## config.mk

```make
export PLATFORM = sky130hd
export DESIGN_NAME = mkgauss_fg_seq
export DESIGN_NICKNAME = d
export VERILOG_FILES = /design/src/rtl/falcon_keygen_pkg.sv /design/src/rtl/sq_norm_acc.sv /design/src/rtl/mkgauss_fg_seq.sv
export SDC_FILE = /design/constraint.sdc
export NUM_CORES = 1
export LEC_CHECK = 0
export CELL_PAD_IN_SITES_DETAIL_PLACEMENT = 2
export CELL_PAD_IN_SITES_GLOBAL_PLACEMENT = 2
export CORE_MARGIN = 2
export CORE_UTILIZATION = 21
export CTS_CLUSTER_SIZE = 25
export DETAILED_ROUTE_END_ITERATION = 8
export HOLD_SLACK_MARGIN = 0.08
export PLACE_DENSITY_LB_ADDON = 0.1
export SLEW_MARGIN = 20
export SYNTH_ARGS = -nofsm -noshare
export SYNTH_HDL_FRONTEND = slang
export SYNTH_SLANG_ARGS = --single-unit
```

## constraint.sdc

```tcl
create_clock -name clk -period 2.35 [get_ports clk]
set_clock_uncertainty 0.05 [all_clocks]
set_input_delay 0.47 -clock clk [delete_from_list [all_inputs] [get_ports clk]]
set_output_delay 0.47 -clock clk [all_outputs]
set_load 0.005 [all_outputs]
```

## src/rtl/falcon_keygen_pkg.sv

```systemverilog
// Shared definitions for the Falcon key-generation datapath.
// Holds the sequencer state encoding, ring size, accumulator width,
// the default squared-norm bound and the small-coefficient type.
package falcon_keygen_pkg;

   localparam int LOGN_DEF       = 9;
   localparam int N              = 1 << LOGN_DEF;
   localparam int ACC_W          = 25;
   localparam int NORM_BOUND_DEF = 16823;

   typedef logic signed [7:0] coef_t;

   typedef enum logic [2:0] {
      ST_IDLE  = 3'd0,
      ST_GEN_F = 3'd1,
      ST_GAP   = 3'd2,
      ST_GEN_G = 3'd3,
      ST_CHECK = 3'd4,
      ST_DONE  = 3'd5
   } state_t;

endpackage

```

## src/rtl/sq_norm_acc.sv

```systemverilog
// Squared-norm accumulator for signed 8-bit coefficients.
// Squares the magnitude of each enabled sample and adds it to a running
// unsigned sum.
// Ports:
//   clk, rst_n : clock, asynchronous active-low reset
//   clear      : zero the sum (wins over enable)
//   enable     : add value^2 this cycle
//   value      : signed 8-bit coefficient
//   sum        : ACC_W-bit unsigned running sum
module sq_norm_acc
   import falcon_keygen_pkg::*;
(
   input  logic             clk,
   input  logic             rst_n,
   input  logic             clear,
   input  logic             enable,
   input  logic signed [7:0] value,
   output logic [ACC_W-1:0] sum
);

   logic [7:0]  mag;
   logic [14:0] sq;

   // Square the magnitude rather than the signed value so that -128 maps to
   // an unsigned 128 and squares to 16384, which fits in 15 bits.
   always_comb begin
      mag = value[7] ? 8'(-value) : 8'(value);
      sq  = 15'(mag) * 15'(mag);
   end

   // Running sum; 2N * 16384 = 2^24 is the worst case, so ACC_W = 25 never wraps.
   always_ff @(posedge clk or negedge rst_n) begin
      if (!rst_n) begin
         sum <= '0;
      end else if (clear) begin
         sum <= '0;
      end else if (enable) begin
         sum <= sum + ACC_W'(sq);
      end
   end

endmodule

```

## src/rtl/mkgauss_fg_seq.sv

```systemverilog
// Key-generation sequencer around one Gaussian small-polynomial sampler.
// Runs the sampler for f, pauses so the sampler reinitialises, runs it for g,
// writes every coefficient to the f/g RAMs, and accepts the pair only when
// sum(f^2)+sum(g^2) < NORM_BOUND, retrying up to MAX_TRIES times.
// Ports:
//   clk, rst_n            : clock, asynchronous active-low reset
//   start, abort          : run request (IDLE only), synchronous cancel
//   busy, done, norm_ok   : status; norm_ok qualifies the done pulse
//   attempts              : attempts used, held after completion
//   shk_valid/data/ready  : SHAKE256 squeeze stream
//   gs_ena, gs_rng*       : sampler enable and gated RNG pass-through
//   gs_rng_extract        : sampler consumed the current RNG word
//   gs_f_valid, gs_f      : sampler coefficient output
//   coef_we/sel/addr/data : registered coefficient RAM write port
module mkgauss_fg_seq
   import falcon_keygen_pkg::*;
#(
   parameter int LOGN       = LOGN_DEF,
   parameter int NORM_BOUND = NORM_BOUND_DEF,
   parameter int MAX_TRIES  = 255,
   parameter int GAP_CYC    = 2
) (
   input  logic              clk,
   input  logic              rst_n,
   input  logic              start,
   input  logic              abort,
   output logic              busy,
   output logic              done,
   output logic              norm_ok,
   output logic [7:0]        attempts,
   input  logic              shk_valid,
   input  logic [127:0]      shk_data,
   output logic              shk_ready,
   output logic              gs_ena,
   output logic              gs_rng_valid,
   output logic [127:0]      gs_rng,
   input  logic              gs_rng_extract,
   input  logic              gs_f_valid,
   input  logic signed [7:0] gs_f,
   output logic              coef_we,
   output logic              coef_sel,
   output logic [LOGN-1:0]   coef_addr,
   output logic signed [7:0] coef_data
);

   localparam int              NC       = 1 << LOGN;
   localparam logic [LOGN-1:0] CNT_LAST = LOGN'(NC - 1);
   localparam logic [ACC_W-1:0] BOUND   = ACC_W'(NORM_BOUND);
   localparam logic [7:0]      TRY_LIM  = 8'(MAX_TRIES);
   localparam logic [7:0]      GAP_LAST = 8'(GAP_CYC - 1);

   state_t           state;
   state_t           state_nxt;
   logic [LOGN-1:0]  cnt;
   logic [7:0]       gap_cnt;
   logic             gap_to_g;
   logic             gap_to_g_nxt;
   logic             gen;
   logic             strobe;
   logic             acc_clear;
   logic             att_first;
   logic             att_inc;
   logic             ok_set;
   logic             ok_val;
   logic [ACC_W-1:0] acc;

   sq_norm_acc u_acc (
      .clk    (clk),
      .rst_n  (rst_n),
      .clear  (acc_clear),
      .enable (strobe),
      .value  (gs_f),
      .sum    (acc)
   );

   // Next-state and control strobes. A coefficient strobe only counts while
   // generating and not being aborted; abort overrides every other transition
   // and suppresses all side effects so attempts and norm_ok are left as-is.
   always_comb begin
      state_nxt    = state;
      gap_to_g_nxt = gap_to_g;
      acc_clear    = 1'b0;
      att_first    = 1'b0;
      att_inc      = 1'b0;
      ok_set       = 1'b0;
      ok_val       = 1'b0;
      gen          = (state == ST_GEN_F) || (state == ST_GEN_G);
      strobe       = gen && gs_f_valid && !abort;

      unique case (state)
         ST_IDLE: begin
            if (start) begin
               state_nxt = ST_GEN_F;
               acc_clear = 1'b1;
               att_first = 1'b1;
            end
         end
         ST_GEN_F: begin
            if (strobe && cnt == CNT_LAST) begin
               state_nxt    = ST_GAP;
               gap_to_g_nxt = 1'b1;
            end
         end
         ST_GAP: begin
            if (gap_cnt == GAP_LAST) begin
               state_nxt = gap_to_g ? ST_GEN_G : ST_GEN_F;
            end
         end
         ST_GEN_G: begin
            if (strobe && cnt == CNT_LAST) begin
               state_nxt = ST_CHECK;
            end
         end
         ST_CHECK: begin
            if (acc < BOUND) begin
               state_nxt = ST_DONE;
               ok_set    = 1'b1;
               ok_val    = 1'b1;
            end else if (attempts == TRY_LIM) begin
               state_nxt = ST_DONE;
               ok_set    = 1'b1;
            end else begin
               state_nxt    = ST_GAP;
               gap_to_g_nxt = 1'b0;
               att_inc      = 1'b1;
               acc_clear    = 1'b1;
            end
         end
         ST_DONE: begin
            state_nxt = ST_IDLE;
         end
         default: begin
            state_nxt = ST_IDLE;
         end
      endcase

      if (abort) begin
         state_nxt    = ST_IDLE;
         gap_to_g_nxt = gap_to_g;
         acc_clear    = 1'b0;
         att_first    = 1'b0;
         att_inc      = 1'b0;
         ok_set       = 1'b0;
      end
   end

   // State register plus the record of which polynomial follows the gap.
   always_ff @(posedge clk or negedge rst_n) begin
      if (!rst_n) begin
         state    <= ST_IDLE;
         gap_to_g <= 1'b0;
      end else begin
         state    <= state_nxt;
         gap_to_g <= gap_to_g_nxt;
      end
   end

   // Coefficient index: cleared on a fresh start or a retry, otherwise it
   // advances per accepted strobe and wraps to 0 after N-1 between polynomials.
   always_ff @(posedge clk or negedge rst_n) begin
      if (!rst_n) begin
         cnt <= '0;
      end else if (att_first || att_inc) begin
         cnt <= '0;
      end else if (strobe) begin
         cnt <= cnt + 1'b1;
      end
   end

   // Gap timer restarts every time the FSM is outside GAP.
   always_ff @(posedge clk or negedge rst_n) begin
      if (!rst_n) begin
         gap_cnt <= '0;
      end else if (state != ST_GAP) begin
         gap_cnt <= '0;
      end else begin
         gap_cnt <= gap_cnt + 1'b1;
      end
   end

   // Attempt counter and verdict; both hold after completion until the next start.
   always_ff @(posedge clk or negedge rst_n) begin
      if (!rst_n) begin
         attempts <= '0;
         norm_ok  <= 1'b0;
      end else begin
         if (att_first) begin
            attempts <= 8'd1;
         end else if (att_inc) begin
            attempts <= attempts + 8'd1;
         end
         if (att_first) begin
            norm_ok <= 1'b0;
         end else if (ok_set) begin
            norm_ok <= ok_val;
         end
      end
   end

   // Registered RAM write port, one cycle behind the sampler strobe.
   always_ff @(posedge clk or negedge rst_n) begin
      if (!rst_n) begin
         coef_we   <= 1'b0;
         coef_sel  <= 1'b0;
         coef_addr <= '0;
         coef_data <= '0;
      end else begin
         coef_we <= strobe;
         if (strobe) begin
            coef_sel  <= (state == ST_GEN_G);
            coef_addr <= cnt;
            coef_data <= gs_f;
         end
      end
   end

   // Status and the state-gated RNG path; nothing is popped from SHAKE256
   // unless a polynomial is being generated.
   always_comb begin
      busy         = (state != ST_IDLE);
      done         = (state == ST_DONE);
      gs_ena       = gen;
      gs_rng_valid = gen && shk_valid;
      shk_ready    = gen && gs_rng_extract;
      gs_rng       = gen ? shk_data : '0;
   end

endmodule

```

==> results of run 1 <==
==> registers in the layout (all words and copies together), names as in the netlist <==
name,flops
coef_data,8
coef_we,1
gap_to_g,1
gap_cnt,8
norm_ok,1
state,3
coef_addr,9
u_acc.sum,25
cnt,9
coef_sel,1
attempts,8
==> cells by family (layout without fill, tap and decap cells) <==
| group | count (synthesis) | count (layout) |
|---|---|---|
| and+or+nand+nor | 405 | 405 |
| AOI/OAI and AO/OA | 105 | 105 |
| buffers and inverters | 93 | 577 |
| adders and majority gates | 77 | 77 |
| DFF | 74 | 74 |
| xor gates and xnor gates | 56 | 56 |
| muxes | 4 | 4 |
| other | 2 | 8 |
==> per-stage QoR <==
step / instance area [sq um] / power, W / hold slack (ps)
2_1_floorplan: 7080 / 0.00691 / 124
3_3_place_gp: 11800 / 0.0117 / 367
3_5_place_dp: 11800 / 0.0119 / 364
4_1_cts: 12700 / 0.0157 / 372
5_1_grt: 13000 / 0.0177 / 395
6_report: 13000 / 0.0164 / 385
==> synthesized netlist by cell type, types with 7 or more instances <==
cell	n
a21o_1	9
a21oi_1	37
and2_1	131
clkbuf_1	22
dfrtp_1	74
fa_1	25
ha_1	52
inv_1	62
nand2_1	96
nand2b_1	10
nand3_1	19
nand4_1	7
nor2_1	82
nor2b_1	10
nor3_1	13
o21ai_0	20
xnor2_1	34
xor2_1	22
==> power by group through the flow <==
stage / Sequential (W) / Combinational [W] / Clock (W)
4_1_cts: 0.00169 / 0.0125 / 0.00144
2_1_floorplan: 0.00167 / 0.00524 / 0
5_1_grt: 0.00174 / 0.0145 / 0.00148
6_report: 0.00170 / 0.0133 / 0.00138
3_3_place_gp: 0.00169 / 0.0100 / 0
3_5_place_dp: 0.00169 / 0.0102 / 0
==> path summary, 6_finish.rpt <==
check | startpoint | slack, ps | end | depth (start not counted)
max | gs_f[0] | -3790 | u_acc.sum[24] | 29
min | gs_f[2] | 380 | coef_data[2] | 3
max reg2reg | u_acc.sum[0] | -220 | u_acc.sum[14] | 11
min reg2reg | coef_addr[0] | 430 | coef_addr[0] | 2
max in group asynchronous | rst_n | 1060 | u_acc.sum[4] | 3
min in group asynchronous | rst_n | 550 | attempts[1] | 2
==> metal layers <==
metal / share of wire (%) / global-route usage [%] / up-vias
li1: - / - / 3621
met5: 0 / 0 / -
met2: 56 / 35.7 / 149
met1: 39 / 20.5 / 3724
met3: 4.9 / 4.35 / 14
met4: 0.75 / 2.61 / 0
==> critical path: cells and delay by family <==
kind	cells	cell delay [ps]
buffers and inverters	7	650
adders and majority gates	6	2530
and+or+nand+nor	4	590
xor gates and xnor gates	3	450
AOI/OAI and AO/OA	9	1610
==> repair_timing <==
action | 4_1_cts | 5_1_grt
pin swaps | 90 | 33
hold endpoints to repair | 23 | 0
setup buffers | 29 | 12
gates resized for setup | 346 | 89
gates cloned | 5 | 0
setup endpoints to repair | 165 | 107
hold buffers | 1 | 0
==> cells in the final DEF, fill, tap and decap left out, types with 19 or more instances in the layout <==
| cell type | n |
|---|---|
| nand2_1 | 91 |
| clkdlybuf4s15_1 | 30 |
| nor2_1 | 60 |
| dfrtp_1 | 73 |
| buf_4 | 158 |
| xor2_1 | 20 |
| fa_1 | 23 |
| dlygate4sd2_1 | 75 |
| a21oi_1 | 19 |
| xnor2_1 | 21 |
| clkdlybuf4s50_1 | 162 |
| ha_1 | 35 |
| and2_1 | 130 |
| inv_1 | 44 |
| buf_2 | 24 |
==> area by class of cell <==
class                      instances  area share, %
inverter                          64           2.09
multi-input combinational        655           41.9
sequential                        74           14.3
timing repair buffer             498           35.7
clock inverter                     5          0.434
clock buffer                      10           1.76
tap                              402           3.87
==> impl_metrics.py, run 1 <==
metrics = {
    "synth": {
        "synth-main-ff-cell": "dfrtp_1",
        "yosysSeqAreaShare_pct": 27.8,
        "syn-cell-area_sq_um": 6660,
        "synth-xor-area-share_pct": 7.37,
        "synth_compound_area_share_pct": 9.86,
        "synthMuxAreaShare_pct": 0.601,
        "yosys_register_bits": 74,
        "synth_top_area_share_pct": 27.8,
        "synth_top_family_by_area": "simple AND/OR/NAND/NOR gates",
        "async_flop_share_pct": 100,
        "synth_area_leaders": "dfrtp_1 28%, and2_1 12%, ha_1 9.8%",
        "yosysTopAreaCell": "dfrtp_1",
        "yosys.area_share.simple_pct": 31.5,
        "yosysWarnings": 0,
        "synth_adder_area_share_pct": 17.3,
        "avgSynthCellArea_sq_um": 8.16,
        "synthDistinctLibCells": 54,
        "synth_cells": 816,
        "synth_edf_count": 0,
    },
    "timing": {
        "slew_viol_final": 0,
        "period_minus_slack_ps": 6140,
        "rsz0062_at_grt": "true",
        "setup_tns_ps": -69260,
        "timing.final.setup_violations": 29,
        "finalHoldViolCount": 0,
        "fin_ws_ps": -3790,
        "period_share_pct": 261,
        "fmax_mhz": 163,
    },
    "cts": {
        "clock_sinks": 74,
        "clk_latency_ps": 340,
        "numCtsBuffers": 9,
        "root_buffer": "clkbuf_16",
        "cts_tree": "done",
        "cts_htree_levels": 3,
        "clk_path_buf_depth": 2,
        "path_clk_slew_ps": 60,
    },
    "status": {
        "failed_checks": "setup timing",
        "status": "finished with violations",
    },
    "grt": {
        "overflow": 0,
        "grt_pass1_vias": 8705,
        "antenna_found_initial": 0,
        "grt_max_degree": 33,
        "grt_pass1_wl_um": 48100,
        "grt_usage_pct": 18.3,
    },
    "power": {
        "leakage_nw": 6.20,
        "clkPwrFrac_pct": 8.4,
        "seqPwrFrac_pct": 10.4,
        "powerDensity_nw_per_um2": 1260,
        "p_int_w": 0.00957,
        "swShare_pct": 41.5,
        "power.switching_w": 0.00680,
        "combPwrFrac_pct": 81.2,
        "ir_worst_vdd_mv": 0.788,
    },
    "die": {
        "dieWidth_um": 182,
        "start_util_pct": 21.2,
        "row_count": 65,
        "die_area_sq_um": 33100,
        "ioPinCount": 304,
        "fp.dieH_um": 182,
        "core_sq_um": 31400,
    },
    "route": {
        "vias": 7508,
        "drt_iter0_markers": 201,
        "drt_wl_total_um": 30300,
        "viasPerCell": 4.40,
        "drtAntennaViolNets": 0,
        "avgRoutedWirePerCell_um": 17.7,
        "drc": 0,
        "firstDrtPassIters": 4,
    },
    "cells_and_area": {
        "post-route-util_pct": 41.4,
        "fin_cells": 1708,
        "drive_above_1_share_pct": 30.2,
        "syn_to_final_growth_pct": 95.0,
        "num_antenna_cells": 0,
        "multi_input_area_sq_um": 5440,
        "regArea_sq_um": 1850,
        "nFillCells": 3470,
        "fin_nets": 1522,
    },
    "placed_design": {
        "place.gp.congestion": 0.737,
        "port_buffers": 303,
        "post-place-cells": 1654,
        "pre_cts_ws_ps": -4680,
        "hpwl_um": 23700,
    },
    "worst_setup_path": {
        "slowest_stage": "fa_1",
        "start_kind": "primary input",
        "max_stage_delay_ps": 570,
        "crit_path_end_kind": "register",
        "path_max_fanout": 4,
        "required_ps": 2540,
        "crit_type": "in -> reg",
        "cp.arrival_ps": 6320,
        "cp_common_cell": "fa_1",
    },
    "job": {
        "cap_violations": 0,
    },
    "hold_path": {
        "hold_class": "in -> reg",
    },
}
Power figures use the tool's default switching activity.
==> run 2: changes to the inputs <==
--- a/config.mk
+++ b/config.mk
@@ -9,3 +9,4 @@
 export CELL_PAD_IN_SITES_GLOBAL_PLACEMENT = 2
-export CORE_MARGIN = 2
+export CORE_ASPECT_RATIO = 2
+export CORE_MARGIN = 4
 export CORE_UTILIZATION = 21
--- a/constraint.sdc
+++ b/constraint.sdc
@@ -4,2 +4,2 @@
 set_output_delay 0.47 -clock clk [all_outputs]
-set_load 0.005 [all_outputs]
+set_load 0.05 [all_outputs]
==> run 2 against run 1 <==
- non-clock buffer count fell by 5
- critical path type unchanged
- critical path depth fell by 2
- count of clock-buffer cells in the layout did not move
- the run still ends with setup timing left
- global-route usage rose by 2.2 points
- die area rose by 5.0%
- sequential power barely moved
- core utilization rose by 4.6 points
- via count rose by 3.5%
- worst setup slack got worse by 370 ps
- largest cell class is now buffers
- hold slack improved by 39 ps
==> impl_metrics.py, run 2 (synthesis results as in run 1) <==
metrics = {
    "status": {
        "status": "finished with violations",
        "failed_checks": "setup timing",
    },
    "cells_and_area": {
        "fin_area_sq_um": 14400,
        "largest_reg_flops": 25,
        "nFillCells": 3294,
        "multi_input_area_sq_um": 5430,
        "regArea_sq_um": 1850,
        "syn_to_final_growth_pct": 117,
        "drive_above_1_share_pct": 38.5,
        "post-route-util_pct": 46.0,
        "final_common_cell": "clkdlybuf4s50_1",
        "final_cell_mix": "159 x clkdlybuf4s50_1, 149 x buf_4, 141 x buf_12",
        "reg_top3": "u_acc.sum: 25 flops, cnt: 9 flops, coef_addr: 9 flops",
        "fin_nets": 1517,
        "top_register": "u_acc.sum",
        "fin_cells": 1726,
    },
    "timing": {
        "period_minus_slack_ps": 6510,
        "rsz0062_at_grt": "true",
        "finalHoldViolCount": 0,
        "slew_viol_final": 0,
        "fmax_mhz": 154,
        "timing.final.setup_violations": 23,
        "fin_ws_ps": -4160,
        "worst_pin_slew_ps": 563,
        "period_share_pct": 277,
        "maxSlewHeadroom_pct": 62.4,
    },
    "die": {
        "core_sq_um": 31400,
        "dieWidth_um": 134,
        "die_area_sq_um": 34800,
        "row_count": 92,
        "ioPinCount": 304,
        "fp.dieH_um": 260,
        "start_util_pct": 21.2,
    },
    "cts": {
        "clock_sinks": 74,
        "clk_path_buf_depth": 2,
        "path_clk_slew_ps": 60,
        "cts_tree": "done",
        "clk_latency_ps": 350,
        "root_buffer": "clkbuf_16",
        "cts_htree_levels": 3,
        "numCtsBuffers": 9,
    },
    "worst_setup_path": {
        "crit_path_end_kind": "register",
        "critical_path.top_delay_family": "adder cells",
        "max_stage_delay_ps": 610,
        "cp.arrival_ps": 6690,
        "cp_num_buf_inv": 4,
        "crit_type": "in -> reg",
        "path_max_fanout": 4,
        "slowest_stage": "fa_2",
        "required_ps": 2530,
        "start_kind": "primary input",
    },
    "placed_design": {
        "place_area_sq_um": 13000,
        "port_buffers": 303,
        "place.gp.congestion": 0.806,
        "post-place-cells": 1667,
        "hpwl_um": 30200,
    },
    "grt": {
        "grt_pass1_wl_um": 54200,
        "grt_pass1_vias": 9093,
        "antenna_found_initial": 4,
        "grt_usage_pct": 20.6,
        "overflow": 0,
        "grt_max_degree": 45,
    },
    "route": {
        "drt_iter0_markers": 135,
        "drtAntennaViolNets": 0,
        "firstDrtPassIters": 4,
        "vias": 7769,
        "drc": 0,
        "avgRoutedWirePerCell_um": 21.4,
        "drt_wl_total_um": 36900,
        "viasPerCell": 4.50,
    },
    "job": {
        "cap_violations": 0,
    },
    "hold_path": {
        "hold_class": "reg -> reg",
    },
    "power": {
        "ir_worst_vdd_mv": 0.728,
        "swShare_pct": 45.8,
        "clkPwrFrac_pct": 7.5,
        "leakage_nw": 6.40,
        "seqPwrFrac_pct": 8.4,
        "p_int_w": 0.0109,
        "power.switching_w": 0.00925,
        "combPwrFrac_pct": 84.1,
        "powerDensity_nw_per_um2": 1400,
    },
}
[run 2: cell count changes in the layout (fill, tap and decap cells not counted), sizes merged, moves of 2 or more]
cell,previous run,this run
clkdlybuf4s50,162,159
bufbuf,4,0
diode,0,2
buf,218,331
clkbuf,16,10
clkdlybuf4s15,31,1
dlygate4sd2,75,1
[run 2: cell type report]
type	instances	share of cell area [%]
Antenna cell	2	0.0346
Clock buffer	10	1.65
Clock inverter	5	0.546
Inverter	64	1.91
Multi-Input combinational cell	655	37.6
Sequential cell	74	12.8
Tap cell	423	3.66
Timing Repair Buffer	493	41.8
[run 2: power by group through the flow]
stage | combinational (W) | sequential [W] | clock (W)
detailed placement | 0.0132 | 0.00170 | 0
CTS | 0.0160 | 0.00169 | 0.00157
floorplan | 0.00661 | 0.00200 | 0
global placement | 0.0129 | 0.00169 | 0
global route | 0.0181 | 0.00173 | 0.00161
finish | 0.0170 | 0.00169 | 0.00151
[run 2: worst paths after layout]
kind                               from            end  slack (ps)  depth (start not counted)
min in group asynchronous         rst_n   coef_data[5]         570                          2
min reg2reg                coef_addr[4]   coef_addr[4]         420                          2
max in group asynchronous         rst_n  u_acc.sum[20]        1070                          3
min                        coef_addr[4]   coef_addr[4]         420                          2
max reg2reg                u_acc.sum[0]  u_acc.sum[14]        -220                         10
max                             gs_f[4]  u_acc.sum[20]       -4160                         27
[run 2: metrics by stage]
step	TNS, ps	setup slack [ps]	hold WS [ps]	total power, W
global placement	-90130	-4650	382	0.0146
detailed placement	-93270	-4870	387	0.0149
floorplan	-63870	-3810	124	0.00861
finish	-73280	-4160	423	0.0202
global route	-77930	-4410	442	0.0214
CTS	-71940	-3970	404	0.0192
[run 2: timing repair]
item                                    4_1_cts  5_1_grt
cloned                                        1        0
pin swaps                                    91       72
endpoints found under the setup margin      162       43
endpoints found under the hold margin        25        0
buffers inserted                             28       17
gates resized for setup                     145       60
hold buffers                                  1        0
[run 2: metal layers]
metal  track usage [%]  routed length [um]  up-vias
met2              44.1               22100      248
met1              17.6               11100     3872
met4              5.98                1320        4
met3              5.71                2330       43
met5                 0                  21        -
li1                  -                   -     3602
[run 2: worst min-delay path: cells and delay by family, from the launching register on]
kind	cells	cell delay (ps)
DFF	1	340
and+or+nand+nor	2	100
==> run 3: changes to the inputs <==
Settings changed: CTS_BUF_LIST set to sky130_fd_sc_hd__clkbuf_8.
==> run 3 against run 2 <==
- the flow still finishes with violations (setup timing)
- global-route usage up 0.20 points
- combinational power up 4%
- power up 1.1%
- via count up 0.73%
- non-clock buffer count down 3
- register-to-register slack better by 30 ps
- critical path depth unchanged
- first-iteration DRC count down 3.0%
- count of clock-buffer cells in the layout unchanged
- maximum frequency up 1.8%
- sequential power about the same
- sequential share of layout area about the same
- critical endpoint is now u_acc.sum[22]
==> impl_metrics.py, run 3 (synthesis results as in run 1) <==
metrics = {
    "worst_setup_path": {
        "required_ps": 2580,
        "startpoint": "gs_f[4]",
        "slowest_stage": "fa_2",
        "crit_type": "in -> reg",
        "path_max_fanout": 4,
        "reg2reg_depth": 10,
        "cp.arrival_ps": 6620,
        "cp_num_buf_inv": 4,
        "reg2reg_from": "u_acc.sum[0]",
        "start_kind": "primary input",
        "r2r-end": "u_acc.sum[14]",
        "max_stage_delay_ps": 610,
        "critical_path.top_delay_family": "adder cells",
        "reg2reg_slack_ps": -190,
        "crit_path_end_kind": "register",
    },
    "cells_and_area": {
        "drive_above_1_share_pct": 39.7,
        "multi_input_area_sq_um": 5520,
        "largest_reg_flops": 25,
        "top_register": "u_acc.sum",
        "final_cell_mix": "159 x clkdlybuf4s50_1, 146 x buf_4, 140 x buf_12",
        "nFillCells": 3278,
        "regArea_sq_um": 1850,
        "reg_top3": "u_acc.sum: 25 flops, cnt: 9 flops, coef_addr: 9 flops",
        "fin_area_sq_um": 14400,
        "fin_nets": 1514,
        "syn_to_final_growth_pct": 117,
        "final_common_cell": "clkdlybuf4s50_1",
    },
    "die": {
        "core_sq_um": 31400,
        "die_area_sq_um": 34800,
        "fp.dieH_um": 260,
        "row_count": 92,
        "start_util_pct": 21.2,
        "ioPinCount": 304,
        "dieWidth_um": 134,
    },
    "placed_design": {
        "hpwl_um": 30200,
        "place.gp.congestion": 0.806,
        "place_area_sq_um": 13000,
        "port_buffers": 303,
    },
    "power": {
        "leakage_nw": 6.38,
        "clkPwrFrac_pct": 5.7,
        "powerDensity_nw_per_um2": 1410,
        "total_power_w": 0.0204,
        "p_int_w": 0.0110,
        "swShare_pct": 46.2,
        "seqPwrFrac_pct": 8.3,
        "combPwrFrac_pct": 86.1,
        "ir_worst_vdd_mv": 0.706,
        "power.switching_w": 0.00944,
    },
    "status": {
        "failed_checks": "setup timing",
        "status": "finished with violations",
    },
    "hold_path": {
        "hold_depth": 4,
        "worstHoldEndpoint": "coef_data[5]",
        "hold_class": "in -> reg",
        "min_from": "gs_f[5]",
    },
    "timing": {
        "timing.final.setup_violations": 24,
        "slew_viol_final": 0,
        "setup_tns_ps": -72270,
        "finalHoldViolCount": 0,
        "fin_ws_ps": -4040,
        "period_share_pct": 272,
        "rsz0062_at_grt": "true",
        "fmax_mhz": 156,
        "maxSlewHeadroom_pct": 62.4,
        "worst_pin_slew_ps": 562,
        "period_minus_slack_ps": 6390,
    },
    "grt": {
        "grt_pass1_wl_um": 54600,
        "met3_usage_pct": 5.42,
        "grtUsageMet2_pct": 44.0,
        "grt_pass1_vias": 9055,
        "grt_max_degree": 36,
        "met1_usage_pct": 18.2,
        "antenna_found_initial": 5,
        "grt_busiest_layer": "met2",
        "overflow": 0,
        "grt_usage_pct": 20.8,
    },
    "cts": {
        "root_buffer": "clkbuf_8",
        "cts_tree": "done",
        "clk_path_buf_depth": 2,
        "cts_htree_levels": 3,
        "clock_sinks": 74,
        "numCtsBuffers": 9,
        "clk_latency_ps": 390,
        "path_clk_slew_ps": 80,
    },
    "route": {
        "drt_iter0_markers": 131,
        "drt_wl_total_um": 37100,
        "viasPerCell": 4.54,
        "avgRoutedWirePerCell_um": 21.5,
        "drc": 0,
        "firstDrtPassIters": 4,
        "vias": 7826,
        "drtAntennaViolNets": 0,
    },
    "job": {
        "cap_violations": 0,
    },
}
run 3: changes by cell type in the layout (fill, tap and decap cells not counted), moves of 3 or more:
| cell | change |
|---|---|
| buf_4 | -3 |
| clkbuf_16 | -9 |
| clkbuf_8 | +9 |
| and2_4 | +6 |
| and2_1 | -6 |
run 3: stage by stage:
step,hold WS (ps),utilization [%],std cells,setup WS [ps]
global placement,382,41.4,1667,-4650
floorplan,124,-,822,-3810
CTS,354,44.5,1710,-3920
finish,385,45.9,1724,-4040
global route,404,45.9,1722,-4310
detailed placement,387,41.4,1667,-4870
run 3: what timing repair did:
action                     CTS  global route
pin swaps                   96            65
gates cloned                 2             0
hold endpoints to repair    25             0
setup endpoints to repair  164            49
buffers inserted            28            14
gates resized for setup    149            78
hold buffers                 1             0
run 3: worst min-delay path: stages:
cell	delay (ps)
buf_6	80
buf_4	130
nand2_1	50
nand2_1	50
run 3: layout make-up:
type,count,area share [%]
Clock inverter,5,0.546
Antenna cell,3,0.0520
Timing Repair Buffer,490,41.8
Multi-Input combinational cell,655,38.2
Sequential cell,74,12.9
Inverter,64,1.93
Clock buffer,10,0.954
Tap cell,423,3.67
run 3: how the worst max path moves through the flow:
| stage | endpoint | slack, ps | cells after the start |
|---|---|---|---|
| 2_1_floorplan | u_acc.sum[18] | -3810 | 26 |
| 3_3_place_gp | u_acc.sum[18] | -4650 | 25 |
| 3_5_place_dp | u_acc.sum[22] | -4870 | 25 |
| 4_1_cts | u_acc.sum[22] | -3920 | 27 |
| 5_1_grt | u_acc.sum[20] | -4310 | 27 |
| 6_report | u_acc.sum[22] | -4040 | 27 |
run 3: routing by layer:
metal	up-vias	wire length (um)	part of all wire, %
li1	3598	-	-
met1	3930	11300	30
met2	248	22500	60
met3	46	2240	6.0
met4	4	1140	3.1
met5	-	25	0.067
run 3: power by group through the flow:
stage	registers, W	logic [W]	clock network, W
detailed placement	0.00170	0.0132	0
global placement	0.00169	0.0129	0
global route	0.00172	0.0187	0.00124
finish	0.00168	0.0176	0.00116
floorplan	0.00200	0.00661	0
CTS	0.00168	0.0159	0.00120
==> variant (settings of run 2) <==
Change the package constant `ACC_W` from 25 to 50. Comments in the files are not updated.
--- a/src/rtl/falcon_keygen_pkg.sv
+++ b/src/rtl/falcon_keygen_pkg.sv
@@ -5,7 +5,7 @@
 
    localparam int LOGN_DEF       = 9;
    localparam int N              = 1 << LOGN_DEF;
-   localparam int ACC_W          = 25;
+   localparam int ACC_W          = 50;
    localparam int NORM_BOUND_DEF = 16823;
 
    typedef logic signed [7:0] coef_t;
Function: same outputs for any inputs over 4 cycles, from zero or initial values and one cycle with rst_n low; that may be too few to reach the edited logic, so the function may still have changed.
==> variant against run 2 <==
  * The flow still finishes with violations (negative setup slack)
  * Worst hold slack better by 0.0082 ns
  * Largest cell class unchanged
  * Via count is 25% higher
  * Critical endpoint is now u_acc.sum[46]$_DFFE_PN0P_
  * Sequential cell count is 25 higher
  * Largest power group unchanged
  * Combinational power is 9% higher
  * Setup slack worse by 0.025 ns
  * Routed wire length is 30% higher
  * Area after synthesis is 24% higher
  * Critical path depth is 1 higher
  * Design area is 22% higher
  * Total power is 10% higher
==> variant: results (changes against run 2) <==
- Routability-driven placement congestion ratio: 0.860 (+6.7%)
- Maximum VDD drop: 0.000856 V (+18%)
- Final worst setup slack: -4.18 ns (-0.0255 ns)
- Mux share of post-synthesis cell area: 1.82% (+1.2 points)
- WP data arrival: 6.77 ns (+0.08 ns)
- DRT Wirelength: 48000 µm (+30%)
- Synth Area in Adders: 13.8% (-3.5 points)
- Vias in the first global route: 11.0k (+21%)
- Place WS: -4.91 ns (-0.0394 ns)
- Compound-Gate Fraction of Synth Area: 12.1% (+2.2 points)
- Starting DRT DRC Count: 221 (+64%)
- Xor/xnor cell area share of the yosys netlist: 4.36% (-3.0 points)
- Fin Hold WS: 0.432 ns (+0.00822 ns)
- Setup-failing EPs final: 167 (+630%)
- Largest registers: u_acc.sum (50), cnt (9), coef_addr (9)
- Vias per inst: 4.73 (+5.0%)
- First-pass GRT wire length: 67600 µm (+25%)
- Post_cts resized: 245 (+69%)
- Synth area leaders: dfrtp_1 (30%), and2_1 (10%), ha_1 (7.8%), fa_1 (6.1%), nand2_1 (5.3%)
- Sequential area share after synthesis: 30.1% (+2.3 points)
- Leakage power: 7.77 nW (+21%)
- Failing checks: negative setup slack
- Hold path depth: 4 (+2)
- Worst Tran Pin Value: 0.604 ns (+0.0412 ns)
- Worst Hold End: coef_data[2]$_DFFE_PN0P_
- Layout cells sized above 1: 48.1% (+9.6 points)
- Placed inst area: 14900 µm² (+14%)
- Status: finished with violations
- Hold Crit Class: input port to flip-flop
- Final Non-Filler Cells: 2052 (+19%)
- Commonest cells in the netlist: and2_1 (134), nand2_1 (116), dfrtp_1 (99), nor2_1 (64), inv_1 (61)
- Final HPWL DP: 35200 µm (+17%)
- Clk Latency, worst-skew pair: 0.38 ns (+0.03 ns)
- Worst setup endpoint: u_acc.sum[46]$_DFFE_PN0P_
- Post-CTS Repair Setup Buffers: 36 (+29%)
- Critical path's slowest cell: fa_1
- Largest net degree at the start of global routing: 44 (-2.2%)
- Yosys cell types: 67 (+24%)
- Hold_sp: gs_f[2]
- CP Launch Point: gs_f[1]
- R2r worst-path depth: 12 (+2)
- Overall Global Routing Usage: 21.0% (+0.40 points)
-- variant: cell count changes in the layout (fill, tap and decap cells not counted), sizes merged, moves of 11 or more --
cell and change:
xnor2 -12, mux2i +11, nand4 +11, or4 +16, dfrtp +25, a21oi +14
buf +60, o31ai +12, nand3 +16, nor2 -19, nand2 +20, or3 +13
-- variant: layout make-up --
| cell class | instances | area [µm²] |
|---|---|---|
| well taps | 520 | 651 |
| fillers | 4059 | 21200 |
| flip-flops and latches | 99 | 2480 |
| clock inverters | 7 | 72.6 |
| repair buffers | 566 | 6980 |
| inverters | 63 | 239 |
| diodes | 1 | 2.50 |
| multi-input cells | 787 | 6930 |
| clock buffers | 9 | 225 |
-- variant: report_power, final --
part	internal (W)	switching, W
registers	0.00191	0.000187
logic	0.00943	0.00919
clock network	0.000751	0.000814
-- variant: per-layer routing --
layer	global-route usage (%)	part of all wire, %	up-vias
li1	-	-	4454
met3	3.80	3.5	72
met5	0	0.050	-
met2	46.8	65	230
met1	17.4	28	4941
met4	6.54	3.3	4
